===== config.mk =====
export PLATFORM = sky130hd
export DESIGN_NAME = ahb_apb_fsm_controller
export DESIGN_NICKNAME = d
export VERILOG_FILES = /design/src/rtl/bridge_pkg.sv /design/src/rtl/apb_sel_decode.sv /design/src/rtl/ahb_apb_fsm_controller.sv
export SDC_FILE = /design/constraint.sdc
export NUM_CORES = 1
export LEC_CHECK = 0
export CAP_MARGIN = 40
export CORE_MARGIN = 4
export CORE_UTILIZATION = 38
export CTS_BUF_LIST = sky130_fd_sc_hd__clkbuf_4
export DETAILED_ROUTE_END_ITERATION = 10
export PLACE_DENSITY_LB_ADDON = 0.25
export SLEW_MARGIN = 20
export SYNTH_ARGS = -nofsm -noshare
export SYNTH_HDL_FRONTEND = slang
export SYNTH_SLANG_ARGS = --single-unit

===== constraint.sdc =====
create_clock -name Hclk -period 2.5 [get_ports Hclk]
set_input_delay 0.5 -clock Hclk [delete_from_list [all_inputs] [get_ports Hclk]]
set_output_delay 0.5 -clock Hclk [all_outputs]
set_load 0.05 [all_outputs]

===== src/rtl/bridge_pkg.sv =====
// +--------------------------------------------------------------------+
// | bridge_pkg : shared types and APB address map for the AHB-APB bridge |
// | Rev 1.0                                                            |
// +--------------------------------------------------------------------+
`default_nettype none

package bridge_pkg;

  localparam int NSEL = 3;

  localparam logic [31:0] INTR_BASE  = 32'h8000_0000;
  localparam logic [31:0] TIMER_BASE = 32'h8400_0000;
  localparam logic [31:0] REMAP_BASE = 32'h8800_0000;
  localparam logic [31:0] MAP_END    = 32'h8C00_0000;

  typedef enum logic [2:0] {
    ST_IDLE     = 3'd0,
    ST_WWAIT    = 3'd1,
    ST_READ     = 3'd2,
    ST_WRITE    = 3'd3,
    ST_WRITEP   = 3'd4,
    ST_RENABLE  = 3'd5,
    ST_WENABLE  = 3'd6,
    ST_WENABLEP = 3'd7
  } state_t;

endpackage

`default_nettype wire


===== src/rtl/apb_sel_decode.sv =====
// +--------------------------------------------------------------------+
// | apb_sel_decode : address -> one-hot APB slave select               |
// | Rev 1.0                                                            |
// +--------------------------------------------------------------------+
`default_nettype none

module apb_sel_decode
  import bridge_pkg::*;
#(
  parameter int ADDR_W = 32
) (
  input  logic [ADDR_W-1:0] addr,
  output logic [NSEL-1:0]   sel
);

  always_comb begin
    sel = '0;
    if (addr >= ADDR_W'(INTR_BASE) && addr < ADDR_W'(TIMER_BASE))
      sel[0] = 1'b1;
    else if (addr >= ADDR_W'(TIMER_BASE) && addr < ADDR_W'(REMAP_BASE))
      sel[1] = 1'b1;
    else if (addr >= ADDR_W'(REMAP_BASE) && addr < ADDR_W'(MAP_END))
      sel[2] = 1'b1;
  end

endmodule

`default_nettype wire


===== src/rtl/ahb_apb_fsm_controller.sv =====
// +--------------------------------------------------------------------+
// | ahb_apb_fsm_controller : APB SETUP/ENABLE sequencer of the bridge   |
// | Rev 1.0                                                            |
// +--------------------------------------------------------------------+
`default_nettype none

module ahb_apb_fsm_controller
  import bridge_pkg::*;
#(
  parameter int ADDR_W = 32,
  parameter int DATA_W = 32,
  parameter int NSEL   = 3
) (
  input  logic              Hclk,
  input  logic              Hreset,
  input  logic              valid,
  input  logic              Hwrite,
  input  logic              Hwrite_reg,
  input  logic [ADDR_W-1:0] Haddr,
  input  logic [ADDR_W-1:0] Haddr1,
  input  logic [ADDR_W-1:0] Haddr2,
  input  logic [DATA_W-1:0] Hwdata,
  input  logic [DATA_W-1:0] Hwdata1,
  output logic              Pwrite,
  output logic              Penable,
  output logic [NSEL-1:0]   Pselx,
  output logic [ADDR_W-1:0] Paddr,
  output logic [DATA_W-1:0] Pwdata,
  output logic              Hreadyout
);

  state_t            r_state;
  state_t            w_next;
  logic [ADDR_W-1:0] w_paddr_nxt;
  logic [DATA_W-1:0] w_pwdata_nxt;
  logic [NSEL-1:0]   w_sel;

  always_comb begin
    w_next = ST_IDLE;
    case (r_state)
      ST_IDLE, ST_RENABLE, ST_WENABLE:
        if (valid) w_next = Hwrite ? ST_WWAIT : ST_READ;
      ST_WWAIT:    w_next = valid ? ST_WRITEP : ST_WRITE;
      ST_READ:     w_next = ST_RENABLE;
      ST_WRITE:    w_next = valid ? ST_WENABLEP : ST_WENABLE;
      ST_WRITEP:   w_next = ST_WENABLEP;
      ST_WENABLEP: begin
        if (!Hwrite_reg) w_next = ST_READ;
        else             w_next = valid ? ST_WRITEP : ST_WRITE;
      end
      default:     w_next = ST_IDLE;
    endcase
  end

  // Outputs track the state being entered, so the bus fields are muxed on w_next.
  always_comb begin
    w_paddr_nxt  = Paddr;
    w_pwdata_nxt = Pwdata;
    case (w_next)
      ST_READ:   w_paddr_nxt = Haddr;
      ST_WRITE: begin
        w_paddr_nxt  = Haddr1;
        w_pwdata_nxt = Hwdata;
      end
      ST_WRITEP: begin
        w_paddr_nxt  = Haddr2;
        w_pwdata_nxt = Hwdata1;
      end
      default: ;
    endcase
  end

  apb_sel_decode #(
    .ADDR_W (ADDR_W)
  ) u_sel_decode (
    .addr (w_paddr_nxt),
    .sel  (w_sel)
  );

  always_ff @(posedge Hclk) begin
    if (Hreset) begin
      r_state   <= ST_IDLE;
      Pwrite    <= 1'b0;
      Penable   <= 1'b0;
      Pselx     <= '0;
      Paddr     <= '0;
      Pwdata    <= '0;
      Hreadyout <= 1'b1;
    end else begin
      r_state <= w_next;
      Paddr   <= w_paddr_nxt;
      Pwdata  <= w_pwdata_nxt;
      case (w_next)
        ST_READ: begin
          Pselx     <= w_sel;
          Pwrite    <= 1'b0;
          Penable   <= 1'b0;
          Hreadyout <= 1'b0;
        end
        ST_WRITE, ST_WRITEP: begin
          Pselx     <= w_sel;
          Pwrite    <= 1'b1;
          Penable   <= 1'b0;
          Hreadyout <= 1'b0;
        end
        ST_RENABLE, ST_WENABLE: begin
          Penable   <= 1'b1;
          Hreadyout <= 1'b1;
        end
        ST_WENABLEP: begin
          Penable   <= 1'b1;
          Hreadyout <= 1'b0;
        end
        default: begin
          Pselx     <= '0;
          Penable   <= 1'b0;
          Hreadyout <= 1'b1;
        end
      endcase
    end
  end

endmodule

`default_nettype wire


-- Word level (Yosys, flattened, before mapping)
Index checks and enable logic that the tools add are counted.
- memories kept: 0
- word-level logic and storage cells: 54
- input bits: 165
- register bits: 73
- memory bits (writable): 0
- memory bits (read-only): 0
- latch bits: 0
- add/subtract/negate cells: 0
- muxes and demuxes: 17
- multipliers: 0
- equality and inequality tests: 13
- shift-type cells: 0
- div/mod/pow operators: 0
- reduce and logical (&&, ||, !) cells: 11
- bitwise gates (word level): 0
- order comparisons: 6
- operators by type and width (kind ; number):
    32-bit greater-or-equal comparator, second input constant ; 3
    32-bit less-than comparator, second input constant ; 3
    32-bit case mux with 3 select lines ; 1
    32-bit case mux with 2 select lines ; 1
    3-bit == test, second input constant ; 8
    3-bit case mux with 6 select lines ; 1
    3-bit by 2-bit == test with 1-bit output, second input constant ; 4
    3-bit OR reduction ; 3
    1-bit 2-to-1 mux ; 7
    2-bit 2-to-1 mux ; 3
    3-bit 2-to-1 mux ; 2
    3-bit case mux with 2 select lines ; 1
    2-bit nonzero test ; 2
    4-bit OR reduction ; 1
    3-bit by 1-bit == test with 1-bit output, second input constant ; 1
    1-bit logical AND ; 3
    3-bit logical NOT ; 1
    1-bit case mux with 2 select lines ; 1
    2-bit OR reduction ; 1

-- Depth between registers and ports, before layout
Gate-level depths: netlist (run 1).
- depth after elaboration: 11
- mapped depth: 7
- depth with buffers taken out: 5

-- Modules after synthesis
A second synthesis (run 1) with hierarchy kept.
- cells, all modules: 398
- area, all modules: 3672.3 µm²
- modules (own cells, without submodules) (module ; cells an instance ; area each (µm²) ; times used ; seq. area each (µm²)):
    ahb_apb_fsm_controller ; 394 ; 3628.5 ; 1 ; 1461.4
    apb_sel_decode ; 4 ; 43.8 ; 1 ; 0.0

-- Worst setup path before layout (run 1)
Ideal clock, no wire load.
- path type: in2reg
- from: input port Hwrite
- to: register Pselx[1]
- buffers on the path: 2
- arrival: 1.850 ns
- slack: 0.532 ns
- stages on the path: 7
- library setup time: 0.117 ns
- cells stage by stage: buf_2 or3b_1 a21o_1 nand2_1 buf_2 a21oi_1 a32o_1
- longest elaborated chain between the ends: 10
- elaborated cells between the ends (all ways): 21
- ends and longest elaborated chain (element ; line ; text):
    start: declaration ; ahb_apb_fsm_controller.sv:17 ; input logic Hwrite,
    2-bit 2-to-1 mux (*) (2 in a row) ; ahb_apb_fsm_controller.sv:42 ; if (valid) w_next = Hwrite ? ST_WWAIT : ST_READ;
    3-bit case mux with 6 select lines (*) ; ahb_apb_fsm_controller.sv:40 ; case (r_state)
    3-bit == test or 3-bit by 2-bit == test with 1-bit output (tied branches) ; ahb_apb_fsm_controller.sv:59, ahb_apb_fsm_controller.sv:93 ;
    32-bit case mux with 3 select lines ; ahb_apb_fsm_controller.sv:59 ; case (w_next)
    32-bit greater-or-equal comparator or 32-bit less-than comparator (tied branches) ; apb_sel_decode.sv:20 ; else if (addr >= ADDR_W'(TIMER_BASE) && addr < ADDR_W'(REMAP_BASE))
    1-bit logical AND ; apb_sel_decode.sv:20 ;
    1-bit 2-to-1 mux ; apb_sel_decode.sv:20 ;
    2-bit 2-to-1 mux ; apb_sel_decode.sv:18 ; if (addr >= ADDR_W'(INTR_BASE) && addr < ADDR_W'(TIMER_BASE))
    3-bit case mux with 2 select lines ; ahb_apb_fsm_controller.sv:93 ; case (w_next)
    end signal: assignment ; ahb_apb_fsm_controller.sv:95 ; Pselx <= w_sel;
    end signal: assignment ; ahb_apb_fsm_controller.sv:101 ; Pselx <= w_sel;
    end: declaration ; ahb_apb_fsm_controller.sv:26 ; output logic [NSEL-1:0] Pselx,
Mark *: on every way between the ends. The rest lies on a longest branch, timed or not.
A chain may end at the register's enable or synchronous reset.

-- Final worst setup path (run 1)
- from: register r_state[2]
- to: register Pselx[2]
- longest elaborated chain between the ends: 11
- elaborated cells between the ends (all ways): 32
- ends and longest elaborated chain (element ; line ; text):
    start: declaration ; ahb_apb_fsm_controller.sv:32 ; state_t r_state;
    start signal: assignment ; ahb_apb_fsm_controller.sv:90 ; r_state <= w_next;
    3-bit == test or 3-bit logical NOT (tied branches) ; ahb_apb_fsm_controller.sv:40 ;
    3-bit OR reduction ; ahb_apb_fsm_controller.sv:40 ;
    3-bit case mux with 6 select lines (*) ; ahb_apb_fsm_controller.sv:40 ;
    3-bit == test or 3-bit by 2-bit == test with 1-bit output (tied branches) ; ahb_apb_fsm_controller.sv:59, ahb_apb_fsm_controller.sv:93 ;
    32-bit case mux with 3 select lines ; ahb_apb_fsm_controller.sv:59 ;
    32-bit greater-or-equal comparator or 32-bit less-than comparator (tied branches) ; apb_sel_decode.sv:22 ; else if (addr >= ADDR_W'(REMAP_BASE) && addr < ADDR_W'(MAP_END))
    1-bit logical AND ; apb_sel_decode.sv:22 ;
    1-bit 2-to-1 mux ; apb_sel_decode.sv:22 ;
    1-bit 2-to-1 mux ; apb_sel_decode.sv:20 ;
    2-bit 2-to-1 mux ; apb_sel_decode.sv:18 ;
    3-bit case mux with 2 select lines ; ahb_apb_fsm_controller.sv:93 ;
Marked as above.

==> key figures, run 1 <==
Synthesis
  – Synthesized flop and latch total: 73
  – Seq/Total Area, Yosys: 40.0%
  – Asr flop ratio synth: 0%
  – Mapped Cells: 391
  – Most common flop cell mapped by yosys: dfxtp_1
  – Mean Syn Cell Area: 9.34 sq um
  – Yosys synthesis warning count: 0
  – Syn_nets: 556
  – EDFF count, synth: 0
  – Mapped cell area: 0.00365 sq mm
  – Unique masters post-synth: 48

CTS
  – CTS tree: built
  – CTS clk-pin slew, worst paths: 0.12 ns
  – Post_cts resized: 0
  – H-tree lvl count: 3
  – Clk_lat worst skew: 0.41 ns
  – Total CTS buffers: 9
  – Hold buffers post-CTS: 0
  – Max Root-Sink Buffers: 2
  – Post-CTS setup buffers: 0
  – Clk sinks: 73
  – Root Driver: clkbuf_4

Place
  – Dpl cell area: 0.00615 sq mm
  – Final GP Congestion: 0.887
  – Placed Instances: 734
  – Final HPWL DP: 10200 um
  – PortBufs: 234

Layout
  – Post-route cell area: 0.00631 sq mm
  – Final Net Count: 781
  – Fillers: 759
  – ANT cells: 0
  – Layout cells sized above 1: 11.4%
  – Fin cells: 750
  – P&R area growth vs syn: 72.8%
  – Post-layout util: 68.0%
  – Most common cell after layout, fill and taps aside: clkdlybuf4s50_1
  – Most frequent cells in the layout: clkdlybuf4s50_1, dfxtp_1, nor2_1

Power and ir drop
  – Net Sw Frac: 43.7%
  – P_int: 0.00301 W
  – Logic pwr share: 54.1%
  – Clock power frac: 15.5%
  – Sequential power share: 30.4%
  – PD cells: 846 mW/mm^2
  – Leak: 2.38 nW
  – Sw power: 0.00233 W
  – VDD IR-drop max: 0.423 mV

Flow run
  – Max-Cap Viols: 0

STA
  – Worst Clk Skew: 0.0157 ns
  – Setup violations, final: 0
  – Slew Limit Fails: 0
  – Worst slew pin tran: 0.558 ns
  – Minimum clock period: 2.17 ns
  – Final setup TNS: 0 ns
  – Slew margin rel.: 62.7%
  – Max Clk Rate: 0.460 GHz
  – Unrepaired setup endpoints after global routing: false
  – Endpoints failing hold: 0
  – Fin crit share: 87.0%

Die
  – Die width: 106 um
  – Num rows: 35
  – Die Area: 0.0112 sq mm
  – Ports: 235
  – Die H: 106 um
  – Initial Util: 39.4%
  – Core Area: 0.00928 sq mm

Worst setup path
  – CP max FO: 16
  – Crit path capture type: register
  – Startpoint types: register
  – Crit path DAT: 2.48 ns
  – Critical Path RT: 2.81 ns
  – CP Class: reg2reg

Drt
  – DR iter-0 viols: 244
  – Drc violations: 0
  – WL final: 13000 um
  – WL/cell: 17.3 um
  – 1st-pass router iterations: 7
  – Final ANT Viol Nets: 0
  – Routed vias: 3949
  – Via density per instance: 5.27

Worst hold path
  – Worst min-delay path category: in2reg

Run status
  – Run status: finished clean

Global route
  – Initial antenna violation count: 0
  – Largest net degree at the start of global routing: 64
  – GRT Total Usage: 22.0%
  – First-pass GRT wire length: 19800 um
  – Global route total overflow: 0
  – Vias in the first global route: 3943
area by class of cell:
cell class	instances	area, sq um	area share [%]
clock buffer	10	75.1	1.19
inverter	4	15.0	0.238
multi-input combinational	276	2010	31.8
sequential	73	1460	23.2
timing repair buffer	252	2510	39.7
tap	129	161	2.56
clock inverter	6	82.6	1.31
sequential cells by signal, indices dropped and copies added (netlist names):
signal / flops
Hreadyout: 1
Penable: 1
Pselx: 3
r_state: 3
Paddr: 32
Pwrite: 1
Pwdata: 32
cells by family (layout without fill, tap and decap cells):
kind of cell	count (synthesis)	after routing	share of synthesized area, %
fa+ha+maj	1	1	0.308
simple gates	112	112	14.4
buf+inv	42	272	5.31
flops	73	73	40.0
mux	64	64	18.5
compound gates	98	98	21.3
xor+xnor	1	1	0.240
final timing paths:
check | from | endpoint | slack (ns) | cells past startpoint
max reg2reg | r_state[2]$_SDFF_PP0_ | Pselx[2]$_SDFFE_PP0N_ | 0.33 | 5
min reg2reg | Paddr[31]$_SDFF_PP0_ | Paddr[31]$_SDFF_PP0_ | 0.47 | 2
min | Hreset | Hreadyout$_SDFF_PP1_ | 0.39 | 3
max | r_state[2]$_SDFF_PP0_ | Pselx[2]$_SDFFE_PP0N_ | 0.33 | 5
layer usage:
layer / vias to the layer above / global-route usage, % / part of all wire, %
met3: 31 / 7.59 / 9.6
met2: 177 / 37.3 / 49
met4: 0 / 9.71 / 3.0
li1: 1931 / - / -
met5: - / 0 / 0
met1: 1810 / 25.1 / 38
per-stage QoR:
stage	total power (W)	worst slack, ns	hold WS, ns
floorplan	0.00344	0.532	0.650
global placement	0.00449	0.0505	0.452
detailed placement	0.00454	-0.0143	0.459
CTS	0.00538	0.336	0.366
global route	0.00564	0.153	0.378
finish	0.00534	0.326	0.393
power by group through the flow:
stage | registers, W | logic, W | clock network (W)
after floorplan | 0.00250 | 0.000937 | 0
after global placement | 0.00163 | 0.00286 | 0
after detailed placement | 0.00165 | 0.00290 | 0
after CTS | 0.00162 | 0.00291 | 0.000848
after global routing | 0.00166 | 0.00308 | 0.000903
final | 0.00162 | 0.00289 | 0.000829
synthesized netlist by cell type (4+ instances only):
library cell | instances | share of area [%]
dfxtp_1 | 73 | 40
nor2_1 | 68 | 7.0
mux2i_1 | 36 | 9.9
a211oi_1 | 34 | 7.0
mux2_2 | 28 | 8.6
a222oi_1 | 27 | 7.4
buf_2 | 17 | 2.3
clkbuf_1 | 16 | 1.6
nand2_1 | 13 | 1.3
a21oi_1 | 10 | 1.4
nor2b_1 | 5 | 0.86
o21ai_0 | 5 | 0.68
nor3b_1 | 4 | 0.82
critical path: stages (launching register included):
cell	delay [ns]
dfxtp_1	0.67
a21boi_2	0.41
nor3_2	0.11
a221oi_1	0.36
and4bb_2	0.31
a32o_1	0.23
No activity file was read; power rests on OpenSTA's default activity.
==> run 2, diff against run 1 <==
GPL_ROUTABILITY_DRIVEN = 0   (was default)
SLEW_MARGIN = 15   (was 20)
==> run 2 against run 1 <==
- fmax increased by 0.13%
- sequential share of layout area is 0.16 points lower
- global-route usage decreased by 0.97 points
- hold slack improved by 0.061 ns
- clock power rose by 23%
- sequential cell count unchanged
- largest power group unchanged
==> key figures, run 2 (synthesized netlist as in run 1, its figures left out) <==
Run status
  – Run status: finished clean

Layout
  – P&R area growth vs syn: 74.0%
  – Final Net Count: 779
  – Area occupied by multi-input gates: 0.00201 sq mm
  – Largest regs: Paddr (32), Pwdata (32)
  – Most frequent cells in the layout: clkdlybuf4s50_1, dfxtp_1, nor2_1
  – Register area: 0.00146 sq mm
  – Layout cells sized above 1: 11.3%
  – Fillers: 757
  – Most common cell after layout, fill and taps aside: clkdlybuf4s50_1
  – Post-route cell area: 0.00636 sq mm
  – ANT cells: 0
  – Post-layout util: 68.5%

Die
  – Die width: 106 um
  – Die H: 106 um
  – Ports: 235
  – Die Area: 0.0112 sq mm
  – Num rows: 35
  – Initial Util: 39.4%
  – Core Area: 0.00928 sq mm

Global route
  – GRT Total Usage: 21.1%
  – Global route total overflow: 0
  – Vias in the first global route: 3786
  – First-pass GRT wire length: 18900 um
  – Largest net degree at the start of global routing: 69
  – Initial antenna violation count: 0

Worst hold path
  – Worst Hold Path EP: Hreadyout$_SDFF_PP1_
  – Hold path startpoint: Hreset
  – Worst min-delay path category: in2reg
  – Hold Crit Depth: 3

Drt
  – Via density per instance: 5.23
  – 1st-pass router iterations: 5
  – Routed vias: 3914
  – DR iter-0 viols: 216
  – WL final: 12600 um
  – WL/cell: 16.9 um
  – Drc violations: 0
  – Final ANT Viol Nets: 0

STA
  – Final setup TNS: 0 ns
  – Max Clk Rate: 0.461 GHz
  – Fin crit share: 86.8%
  – Slew Limit Fails: 0
  – Worst hold margin: 0.454 ns
  – Setup ws final: 0.329 ns
  – Worst slew pin tran: 0.570 ns
  – Worst Clk Skew: 0.0260 ns
  – Endpoints failing hold: 0
  – Slew margin rel.: 61.9%
  – Unrepaired setup endpoints after global routing: false
  – Setup violations, final: 0
  – Minimum clock period: 2.17 ns

Flow run
  – Max-Cap Viols: 0

CTS
  – Clk_lat worst skew: 0.40 ns
  – Clk sinks: 73
  – CTS clk-pin slew, worst paths: 0.11 ns
  – Post_cts resized: 0
  – Post-CTS setup buffers: 0
  – Total CTS buffers: 9
  – Root Driver: clkbuf_4
  – Hold buffers post-CTS: 0
  – CTS tree: built
  – H-tree lvl count: 3
  – Max Root-Sink Buffers: 2

Worst setup path
  – R2R depth: 5
  – Startpoint types: register
  – Worst R2R End: Pselx[2]$_SDFFE_PP0N_
  – Crit path capture type: register
  – Crit path DAT: 2.45 ns
  – Reg-to-reg startpoint: r_state[1]$_SDFF_PP0_
  – R2R setup slack: 0.33 ns
  – Critical Path RT: 2.78 ns
  – CP max FO: 16
  – CP Class: reg2reg

Place
  – Dpl cell area: 0.00615 sq mm
  – PortBufs: 234
  – Final HPWL DP: 9870 um
  – Post-placement setup slack: 0.0223 ns

Power and ir drop
  – Leak: 2.39 nW
  – VDD IR-drop max: 0.409 mV
  – PD cells: 869 mW/mm^2
## run 2: cell type report
cell class	instances	share of cell area, %
repair buffers	250	39.4
multi-input cells	276	31.6
flip-flops and latches	73	23.0
well taps	129	2.54
clock inverters	6	2.05
clock buffers	10	1.18
inverters	4	0.236
## run 2: worst max-delay path by stage
stage	start	end	slack [ns]	cells after the start
2_1_floorplan	Hwrite	Pselx[1]$_SDFFE_PP0N_	0.53	7
3_3_place_gp	Hwrite	Pselx[1]$_SDFFE_PP0N_	0.06	6
3_5_place_dp	Hwrite	Pselx[1]$_SDFFE_PP0N_	0.02	6
4_1_cts	Paddr[27]$_SDFF_PP0_	Paddr[27]	0.33	1
5_1_grt	r_state[1]$_SDFF_PP0_	Pselx[2]$_SDFFE_PP0N_	0.15	5
6_report	r_state[1]$_SDFF_PP0_	Pselx[2]$_SDFFE_PP0N_	0.33	5
## run 2: routing by layer
layer	global-route usage, %	wire, um	part of all wire (%)	vias up
met5	0	0	0	-
met1	23.3	4700	37	1780
met2	36.9	6410	51	179
li1	-	-	-	1936
met3	7.29	1230	9.7	19
met4	8.42	283	2.2	0
## run 2: through the flow
stage	total power, W	std cells
floorplan	0.00344	391
global placement	0.00449	732
detailed placement	0.00453	732
CTS	0.00557	748
global route	0.00581	748
finish	0.00553	748
## run 2: report_power, final
part           switching, W  internal (W)
Combinational       0.00172       0.00116
Sequential         0.000182       0.00144
Clock              0.000406      0.000616
## run 2: critical path, stage by stage, from the launching register on
cell,delay (ns)
dfxtp_1,0.68
a21boi_2,0.21
or4_1,0.59
nand3_1,0.11
and4bb_2,0.25
a32o_1,0.22
